$ cat src/rtl/seq_det_pkg.sv
`default_nettype none
// ============================================================================
// Package    : seq_det_pkg
// Purpose    : Shared types and constants for the serial pattern detector.
//              Holds the detector FSM state encoding and the overlap-mode
//              constants used when decoding the captured overlap flag.
// Ports      : none (package)
// Revision   : 1.0 - initial release
// ============================================================================
package seq_det_pkg;

  // Detector FSM: FILL while fewer than PAT_W-1 history bits are valid,
  // ARMED once a full window can be formed with the incoming bit.
  typedef enum logic [0:0] {
    FILL  = 1'b0,
    ARMED = 1'b1
  } state_t;

  // Overlap mode encoding for the captured overlap flag.
  localparam logic OVL_OFF = 1'b0;
  localparam logic OVL_ON  = 1'b1;

endpackage : seq_det_pkg
`default_nettype wire

$ cat src/rtl/sat_cnt.sv
`default_nettype none
// ============================================================================
// Module     : sat_cnt
// Purpose    : Up-counter that sticks at its all-ones value instead of
//              wrapping. A synchronous clear takes priority over increment.
// Ports      : clk  in  1  clock, rising edge
//              rst  in  1  asynchronous active-high reset (q -> 0)
//              clr  in  1  synchronous clear
//              inc  in  1  increment request
//              q    out W  current count
// Revision   : 1.0 - initial release
// ============================================================================
module sat_cnt #(
  parameter int W = 8
) (
  input  logic         clk,
  input  logic         rst,
  input  logic         clr,
  input  logic         inc,
  output logic [W-1:0] q
);

  logic at_max;

  assign at_max = (q == {W{1'b1}});

  always_ff @(posedge clk or posedge rst) begin
    if (rst) begin
      q <= '0;
    end else if (clr) begin
      q <= '0;
    end else if (inc && !at_max) begin
      q <= q + W'(1);
    end
  end

endmodule : sat_cnt
`default_nettype wire

$ cat src/rtl/seq_det_param.sv
`default_nettype none
// ============================================================================
// Module     : seq_det_param
// Purpose    : Parameterised serial pattern detector with a Mealy match flag,
//              run-time loadable pattern and overlap mode, and an optional
//              saturating match counter.
// Config     : SEQ_DET_CNT_EN - when defined, the match counter is built;
//              otherwise match_cnt is tied to zero.
// Ports      : clk       in  1      clock, rising edge
//              rst       in  1      asynchronous active-high reset
//              x         in  1      serial data bit, pattern MSB first
//              en        in  1      x valid this cycle
//              load      in  1      capture pattern/overlap, restart
//              pattern   in  PAT_W  pattern to capture on load
//              overlap   in  1      overlap mode to capture on load
//              z         out 1      match flag (combinational, same cycle)
//              armed     out 1      PAT_W-1 history bits are held
//              match_cnt out CNT_W  saturating match count
// Revision   : 1.0 - initial release
// ============================================================================
module seq_det_param #(
  parameter int               PAT_W   = 4,
  parameter int               CNT_W   = 8,
  parameter logic [PAT_W-1:0] RST_PAT = PAT_W'(4'b1010),
  parameter logic             RST_OVL = 1'b0
) (
  input  logic             clk,
  input  logic             rst,
  input  logic             x,
  input  logic             en,
  input  logic             load,
  input  logic [PAT_W-1:0] pattern,
  input  logic             overlap,
  output logic             z,
  output logic             armed,
  output logic [CNT_W-1:0] match_cnt
);

  import seq_det_pkg::*;

  // Fill counter only has to reach PAT_W-1.
  localparam int               FILL_W    = (PAT_W > 2) ? $clog2(PAT_W) : 1;
  localparam logic [FILL_W-1:0] FILL_FULL = FILL_W'(PAT_W - 1);

  state_t             state, state_nxt;
  logic [PAT_W-1:0]   pat_q, pat_nxt;
  logic               ovl_q, ovl_nxt;
  logic [PAT_W-2:0]   hist, hist_nxt;
  logic [FILL_W-1:0]  fill_cnt, fill_nxt;
  logic [FILL_W-1:0]  fill_inc;
  logic [PAT_W-1:0]   window;
  logic               match;

  // The candidate window is the held history with the live bit appended,
  // which is what gives the zero-latency match on the last pattern bit.
  assign window   = {hist, x};
  assign match    = (window == pat_q);
  assign fill_inc = fill_cnt + FILL_W'(1);

  // --------------------------------------------------------------------------
  // State register
  // --------------------------------------------------------------------------
  always_ff @(posedge clk or posedge rst) begin
    if (rst) begin
      state    <= FILL;
      pat_q    <= RST_PAT;
      ovl_q    <= RST_OVL;
      hist     <= '0;
      fill_cnt <= '0;
    end else begin
      state    <= state_nxt;
      pat_q    <= pat_nxt;
      ovl_q    <= ovl_nxt;
      hist     <= hist_nxt;
      fill_cnt <= fill_nxt;
    end
  end

  // --------------------------------------------------------------------------
  // Next-state logic
  // --------------------------------------------------------------------------
  always_comb begin
    state_nxt = state;
    pat_nxt   = pat_q;
    ovl_nxt   = ovl_q;
    hist_nxt  = hist;
    fill_nxt  = fill_cnt;

    if (load) begin
      // Load dominates en: the current x is not consumed.
      pat_nxt   = pattern;
      ovl_nxt   = overlap;
      fill_nxt  = '0;
      state_nxt = FILL;
    end else if (en) begin
      if (z && (ovl_q == OVL_OFF)) begin
        // Non-overlap: discard the matched bits by restarting the fill.
        // History contents are irrelevant while filling, so leave them.
        fill_nxt  = '0;
        state_nxt = FILL;
      end else begin
        hist_nxt = window[PAT_W-2:0];
        if (state == FILL) begin
          fill_nxt = fill_inc;
          if (fill_inc == FILL_FULL) begin
            state_nxt = ARMED;
          end
        end
      end
    end
  end

  // --------------------------------------------------------------------------
  // Output logic
  // --------------------------------------------------------------------------
  always_comb begin
    armed = (state == ARMED);
    z     = en & ~load & armed & match;
  end

  // --------------------------------------------------------------------------
  // Match counter
  // --------------------------------------------------------------------------
`ifdef SEQ_DET_CNT_EN
  sat_cnt #(
    .W (CNT_W)
  ) u_match_cnt (
    .clk (clk),
    .rst (rst),
    .clr (load),
    .inc (z),
    .q   (match_cnt)
  );
`else
  assign match_cnt = '0;
`endif

endmodule : seq_det_param
`default_nettype wire

$ cat config.mk
export PLATFORM = sky130hd
export DESIGN_NAME = seq_det_param
export DESIGN_NICKNAME = d
export VERILOG_FILES = /design/src/rtl/seq_det_pkg.sv /design/src/rtl/sat_cnt.sv /design/src/rtl/seq_det_param.sv
export SDC_FILE = /design/constraint.sdc
export NUM_CORES = 1
export LEC_CHECK = 0
export BUFFER_PORTS_ARGS = -buffer_cell sky130_fd_sc_hd__buf_2
export CAP_MARGIN = 30
export CORE_MARGIN = 3
export CORE_UTILIZATION = 45
export DETAILED_ROUTE_END_ITERATION = 8
export GPL_TIMING_DRIVEN = 0
export PLACE_DENSITY = 0.73
export SLEW_MARGIN = 20
export SYNTH_ARGS = -nofsm -noshare
export SYNTH_HDL_FRONTEND = slang
export SYNTH_HIERARCHICAL = 1
export SYNTH_SLANG_ARGS = --single-unit
export TNS_END_PERCENT = 30
$ cat constraint.sdc
create_clock -name clk -period 1.65 [get_ports clk]
set_input_delay 0.0825 -clock clk [delete_from_list [all_inputs] [get_ports clk]]
set_output_delay 0.0825 -clock clk [all_outputs]
set_load 0.01 [all_outputs]
* Yosys cells after proc, flatten, opt, wreduce, memory -nomap -nowiden *
Cells that the tools add are included.

storage, ports and cells
  register bits = 11
  latch bits = 0
  RAM bits = 0
  memory bits (read-only) = 0
  input port bits = 10
  word-level logic and storage cells = 28
  memories = 0

operators by class
  $add $sub $neg = 1
  multipliers = 0
  divide/modulo/power cells = 0
  $lt $le $gt $ge = 0
  eq/ne operators = 3
  shift operators = 0
  multiplexer cells = 9
  bitwise gates (word level) = 6
  reduce and logical (&&, ||, !) cells = 4

operators with widths
  cell                                                                     number
  2-bit two-way mux                                                        4
  1-bit two-way mux                                                        5
  4-bit == test                                                            1
  1-bit bitwise AND                                                        3
  3-bit by 2-bit inequality test with 1-bit output, second input constant  1
  1-bit inverter                                                           3
  3-bit AND reduction                                                      1
  2-bit by 1-bit adder with 2-bit output, second input constant            1
  2-bit == test, second input constant                                     1
  2-bit AND reduction                                                      1
  2-bit nonzero test                                                       1
  1-bit logical AND                                                        1

* Longest topological paths before layout *
Gate-level depths: netlist of the first run.

  word-level depth = 8
  mapped depth = 4
  mapped depth without buffers = 4

* Worst setup path before layout of the first run *
OpenSTA, ideal clock, no wires.

  kind = register to register
  from = reg pat_q[1]
  to = reg hist[0]
  setup time = 125 ps
  data arrival time = 1334 ps
  data required time = 1525 ps
  setup slack = 191 ps
  cell stages (with the launch flop) = 5
  path buffers = 0
  period minus slack after synthesis = 1459 ps
  path through = dfstp_2 -> xnor2_1 -> nand4b_1 -> o21ai_2 -> mux2_2

on the way
  cells in the longest elaborated chain, start to end = 5

RTL lines
  what                                  line                  text
  from (decl)                           seq_det_param.sv:46   logic [PAT_W-1:0] pat_q, pat_nxt;
  from (signal assigned)                seq_det_param.sv:72   pat_q <= pat_nxt;
  4-bit == test                         seq_det_param.sv:57   assign match = (window == pat_q);
  1-bit bitwise AND                     seq_det_param.sv:118  z = en & ~load & armed & match;
  1-bit logical AND                     seq_det_param.sv:96   if (z && (ovl_q == OVL_OFF)) begin
  1-bit inverter (no source line)       n/a
  3-bit AND reduction (no source line)  n/a
  to (signal assigned)                  seq_det_param.sv:74   hist <= hist_nxt;
  to (decl)                             seq_det_param.sv:48   logic [PAT_W-2:0] hist, hist_nxt;

Every way passes these cells.
A chain may end at the register's enable or synchronous reset.

* Final worst setup path of the first run *
  from = reg pat_q[1]
  to = reg hist[2]

Same word-level chain as after synthesis.

==> results.txt, run 1 <==
Status - complete, no violations
Placed cells - 86
Largest net degree at the start of global routing - 12
Die Ht - 42.5 µm
Path depth of the worst reg2reg path - 4
Combinational power share - 20.9%
Overflow after GRT - 0
Worst setup EP type - flip-flop
Total GRT Usage - 14.4%
Met1 Usage GRT - 18.4%
Nets@finish - 89
Top cells by area, synth - dfrtp_1 (38%), mux2_2 (15%), buf_4 (10%)
Clk_lat worst skew - 0.26 ns
Syn Inst Count - 55
RSZ-0062 raised after global routing - false
Met2 usage - 22.8%
Clock Pin Slew Worst Setup and Hold Paths - 0.07 ns
Antenna-violating nets left - 0
Internal power - 480 µW
CTS tree - built
Max-cap check violation count - 0
Number of H-tree levels - 1
CTS Buffer Depth - 2
Area leader, netlist - dfrtp_1
Final core area utilization - 62.2%
Area share of the largest cell type after synthesis - 37.7%
Pins Over Slew Limit - 0
Fin crit share - 95.0%
YS warnings - 6
Async SR Flop Fraction - 100%
Sequential share of power - 51.4%
Clock sink count - 11
Critical Path Start Type - flip-flop
Yosys reg bits - 11
Final Skew - 0.00288 ns
Sw power - 177 µW
Num CTS Buffers - 3
Share of cells above drive strength 1 - 41.6%
Core area - 1170 µm²
Final setup vio count - 0
R2r setup slk - 0.08 ns
Reg2Reg Launch Point - pat_q[1]
FF-to-FF End - hist[2]
Worst Hold Path Cells - 2
CP Data Required Time - 1.80 ns
GR Util met3 - 2.58%
Wire per inst - 11.6 µm
Clk pwr share - 27.8%
Iter 0 DRT Violations - 4
Pre-Repair DR Iteration Count - 4
Diodes inserted - 0
FMAX - 0.638 GHz
Pleak - 0.348 nW
Crit Path Max Fanout - 3
Syn Area/Cell - 10.9 µm²
Hold-critical path endpoint - fill_cnt[0]
DRC Markers - 0
Worst min path class - input pin to flip-flop
Initial core utilization - 51.1%
Die Wd - 42.5 µm
Post-synthesis sequential area ratio - 46.4%
Count of input and output buffers - 10
Final hold viol count - 0
Setup TNS - 0 ns
Area grow syn2layout - 21.8%
Most common cell after layout, fill and taps aside - buf_2
Global-route wire length before repair - 1.99 mm
Ports - 20
Die area - 1800 µm²
Min Tclk post-route - 1.57 ns
Number of distinct library cells after synthesis - 22
CTS root buf - clkbuf_4
Synth Cell Area - 598 µm²
WL final - 1.06 mm
Sw Ratio - 26.9%
Via count - 443
Gpl congestion - 0.779
Vias per Instance - 4.87
Filler cells - 103
Initial antenna violation count - 0
CP startpoint - pat_q[1]
Post-synth EDFFs - 0
Crit path kind - flip-flop to flip-flop
Final non-filler cell total - 91
Ys flop type - dfrtp_1
Vias in the first global route - 474
Arr. time, crit path - 1.72 ns
Hold_sp - en
Commonest cells after routing, fill and taps aside - buf_2 (10), dfrtp_1 (9), mux2_2 (8), buf_4 (8), conb_1 (8)
Most Crowded Layer GR - met2
Cts repair resizes - 0
Cell Pwr Density - 901 nW/µm²
VDD IR max - 0.480 mV
Rows - 12
==> sequential cells by signal, indices dropped and copies added (netlist names) <==
name / flops
armed: 1
fill_cnt: 2
ovl_q: 1
pat_q: 4
hist: 3
==> worst max-delay path, stage by stage, from the launching register on <==
cell and delay (ns):
dfstp_2 0.54, xnor2_1 0.14, nand4b_1 0.19, o21ai_2 0.23, mux2_2 0.35
==> worst max-delay path by stage <==
stage,slack [ns],cells past startpoint,end
after floorplan,0.19,4,hist[0]
after global placement,0.12,4,hist[0]
after detailed placement,0.1,4,hist[0]
after CTS,0.09,4,hist[0]
after global routing,0.02,4,hist[0]
final,0.08,4,hist[2]
==> synthesized netlist by cell type (2+ instances only) <==
library cell,number
dfstp_2,2
a21oi_1,2
nor2_1,3
nor3_1,3
mux2_2,8
nand2b_1,2
inv_1,3
buf_4,8
dfrtp_1,9
xnor2_1,3
==> power by group through the flow <==
stage                     Clock, mW  Combinational, mW  Sequential (mW)
after global placement            0              0.132            0.339
after detailed placement          0              0.135            0.342
after global routing          0.201              0.156            0.342
final                         0.182              0.137            0.337
after floorplan                   0              0.112            0.335
after CTS                     0.192              0.138            0.337
==> layer usage <==
metal  wire length (µm)  up-vias
li1                   -      220
met1                478      206
met2                509       15
met3                 60        2
met4                  8        0
met5                  0        -
==> cells by family after synthesis <==
logic type                 after synthesis  share of synthesized area (%)
other                                    1                          0.627
and+or+nand+nor                         13                           12.1
buffers and inverters                   12                           12.6
adders and majority gates                1                           2.09
AOI/OAI and AO/OA                        6                           6.69
muxes                                    8                           15.1
xor gates and xnor gates                 3                           4.39
DFF                                     11                           46.4
==> layout make-up <==
cell class | instances | area, µm² | share of cell area [%]
clock buffer | 4 | 26.3 | 3.61
inverter | 3 | 11.3 | 1.55
timing repair buffer | 11 | 60.1 | 8.25
buffer | 9 | 63.8 | 8.76
sequential | 11 | 278 | 38.1
tap | 14 | 17.5 | 2.41
multi-input combinational | 39 | 272 | 37.3
==> through the flow <==
step                hold slack (ns)  instance area (µm²)  power, mW  worst slack, ns
detailed placement           0.0968                  692      0.478           0.0998
CTS                          0.0203                  728      0.667           0.0883
global route                 0.0356                  728      0.700           0.0183
floorplan                   -0.0665                  624      0.447            0.191
global placement             0.0909                  692      0.472            0.116
finish                       0.0345                  728      0.656           0.0817
==> timing repair <==
action	in CTS	in global routing
endpoints found under the hold margin	9	0
hold buffers	1	0
buffers inserted	0	0
(Power assumes the default switching activity.)
==> run 2: changes to the inputs <==
--- a/config.mk
+++ b/config.mk
@@ -11,7 +11,8 @@
 export CORE_UTILIZATION = 45
 export DETAILED_ROUTE_END_ITERATION = 8
 export GPL_TIMING_DRIVEN = 0
-export PLACE_DENSITY = 0.73
+export PLACE_DENSITY_LB_ADDON = 0.05
+export SETUP_SLACK_MARGIN = 0.1
 export SLEW_MARGIN = 20
 export SYNTH_ARGS = -nofsm -noshare
 export SYNTH_HDL_FRONTEND = slang
==> run 2 against run 1 <==
First-iteration DRC count fell by 25%. Hold slack lost 0.011 ns. Wire length decreased by 10%. Utilization is 2.4 points higher. Sequential share of layout area is 1.4 points lower. Clock power down 2%. Critical path depth is the same. Final area rose by 3.8%.
==> results.txt, run 2 (synthesis gave the netlist of run 1 again) <==
Status - complete, no violations
FMAX - 0.651 GHz (+2.1%)
Most flops, register - pat_q
Overflow after GRT - 0 (unchanged)
Nets@finish - 90 (+1.1%)
Rows - 12 (unchanged)
Count of input and output buffers - 10 (unchanged)
Most Crowded Layer GR - met1
Ports - 20 (unchanged)
Max reg flops - 4 (unchanged)
Initial core utilization - 51.1% (unchanged)
Most common cell after layout, fill and taps aside - buf_2
Met2 usage - 14.6% (-8.2 points)
Pleak - 0.360 nW (+3.5%)
Vias in the first global route - 362 (-24%)
Die area - 1800 µm² (unchanged)
CP startpoint - pat_q[1]
Via count - 422 (-4.7%)
Commonest cells after routing, fill and taps aside - buf_2 (10), buf_4 (9), dfrtp_1 (9)
Final hold viol count - 0 (unchanged)
CP Data Required Time - 1.80 ns (about the same)
Largest regs - pat_q (4), hist (3), fill_cnt (2)
Cell Pwr Density - 882 nW/µm² (-2.1%)
Critical Path Start Type - flip-flop
Iter 0 DRT Violations - 3 (-1)
R2r setup slk - 0.11 ns (+0.03 ns)
DRC Markers - 0 (unchanged)
GR Util met3 - 1.72% (-0.86 points)
Crit path kind - flip-flop to flip-flop
Vias per Instance - 4.59 (-5.8%)
Pre-Repair DR Iteration Count - 4 (unchanged)
Setup TNS - 0 ns (unchanged)
WL final - 947 µm (-10%)
Path depth of the worst reg2reg path - 4 (unchanged)
Largest net degree at the start of global routing - 12 (unchanged)
Share of cells above drive strength 1 - 44.9% (+3.3 points)
Initial antenna violation count - 0 (unchanged)
Wire per inst - 10.3 µm (-11%)
Die Ht - 42.5 µm (unchanged)
Final setup vio count - 0 (unchanged)
Min Tclk post-route - 1.54 ns (-0.0315 ns)
Hold_sp - en
Max-cap check violation count - 0 (unchanged)
CTS Buffer Depth - 2 (unchanged)
Arr. time, crit path - 1.69 ns (-0.03 ns)
Clock Pin Slew Worst Setup and Hold Paths - 0.07 ns (about the same)
Core area - 1170 µm² (unchanged)
Die Wd - 42.5 µm (unchanged)
Filler cells - 105 (+1.9%)
Num CTS Buffers - 3 (unchanged)
Worst min path class - input pin to flip-flop
Number of H-tree levels - 1 (unchanged)
CTS tree - built
Diodes inserted - 0 (unchanged)
Reg2Reg Launch Point - pat_q[1]
Gpl congestion - 0.663 (-15%)
Total Power - 667 µW (+1.6%)
Worst Hold Path Cells - 2 (unchanged)
Clock sink count - 11 (unchanged)
RSZ-0062 raised after global routing - true
CTS root buf - clkbuf_4
FF-to-FF End - hist[1]
Final Skew - 0.00199 ns (-0.000895 ns)
Hold-critical path endpoint - fill_cnt[0]
Area grow syn2layout - 26.4%
Total GRT Usage - 10.7% (-3.6 points)
Worst setup EP type - flip-flop
Crit Path Max Fanout - 3 (unchanged)
Global-route wire length before repair - 1.48 mm (-26%)
Pins Over Slew Limit - 0 (unchanged)
Fin crit share - 93.1% (-1.9 points)
Antenna-violating nets left - 0 (unchanged)
Met1 Usage GRT - 15.2% (-3.2 points)
VDD IR max - 0.505 mV (+5.2%)
Clk_lat worst skew - 0.26 ns (about the same)
==> run 2: how the worst max path moves through the flow <==
stage,endpoint,slack (ns)
after CTS,hist[2],0.11
after global routing,hist[2],0.05
after global placement,hist[1],0.11
after floorplan,hist[0],0.19
after detailed placement,hist[1],0.1
final,hist[1],0.11
==> run 2: layout make-up <==
class | count | area [µm²] | share of cell area, %
timing repair buffer | 12 | 67.6 | 8.94
sequential | 11 | 278 | 36.8
inverter | 3 | 11.3 | 1.49
clock buffer | 4 | 26.3 | 3.48
buffer | 9 | 63.8 | 8.44
multi-input combinational | 39 | 292 | 38.6
tap | 14 | 17.5 | 2.32
==> run 2: worst max-delay path, cell delays in order, from the launching register on <==
cell and delay [ns]:
dfstp_2 0.55, xnor2_2 0.13, nand4b_1 0.19, o21ai_4 0.21
mux2_2 0.35
==> run 2: what timing repair did <==
item                                    CTS  global route
resized for setup                         0             3
hold buffers                              1             0
pin swaps                                 2             3
hold endpoints to repair                  9             0
endpoints found under the setup margin    3             3
buffers inserted                          1             0
==> run 2: stage by stage <==
step | hold slack, ns | utilization [%] | worst slack (ns) | area (µm²) | instances
finish | 0.0238 | 64.5 | 0.113 | 756 | 92
global route | 0.0364 | 64.5 | 0.0457 | 756 | 92
CTS | 0.0120 | 62.8 | 0.109 | 736 | 92
detailed placement | 0.0974 | 59.1 | 0.0983 | 692 | 86
global placement | 0.0912 | 59.1 | 0.106 | 692 | 86
floorplan | -0.0665 | - | 0.191 | 624 | 62
==> run 2: routing by layer <==
metal,wire length [µm],vias up
li1,-,223
met1,461,181
met2,407,16
met3,72,2
met4,5,0
met5,0,-
==> run 2: power by group <==
part | switching [mW] | leakage, nW | internal, mW
clock network | 0.0847 | 0.0150 | 0.0934
logic | 0.0679 | 0.213 | 0.0836
registers | 0.0277 | 0.132 | 0.309
total | 0.180 | 0.360 | 0.486
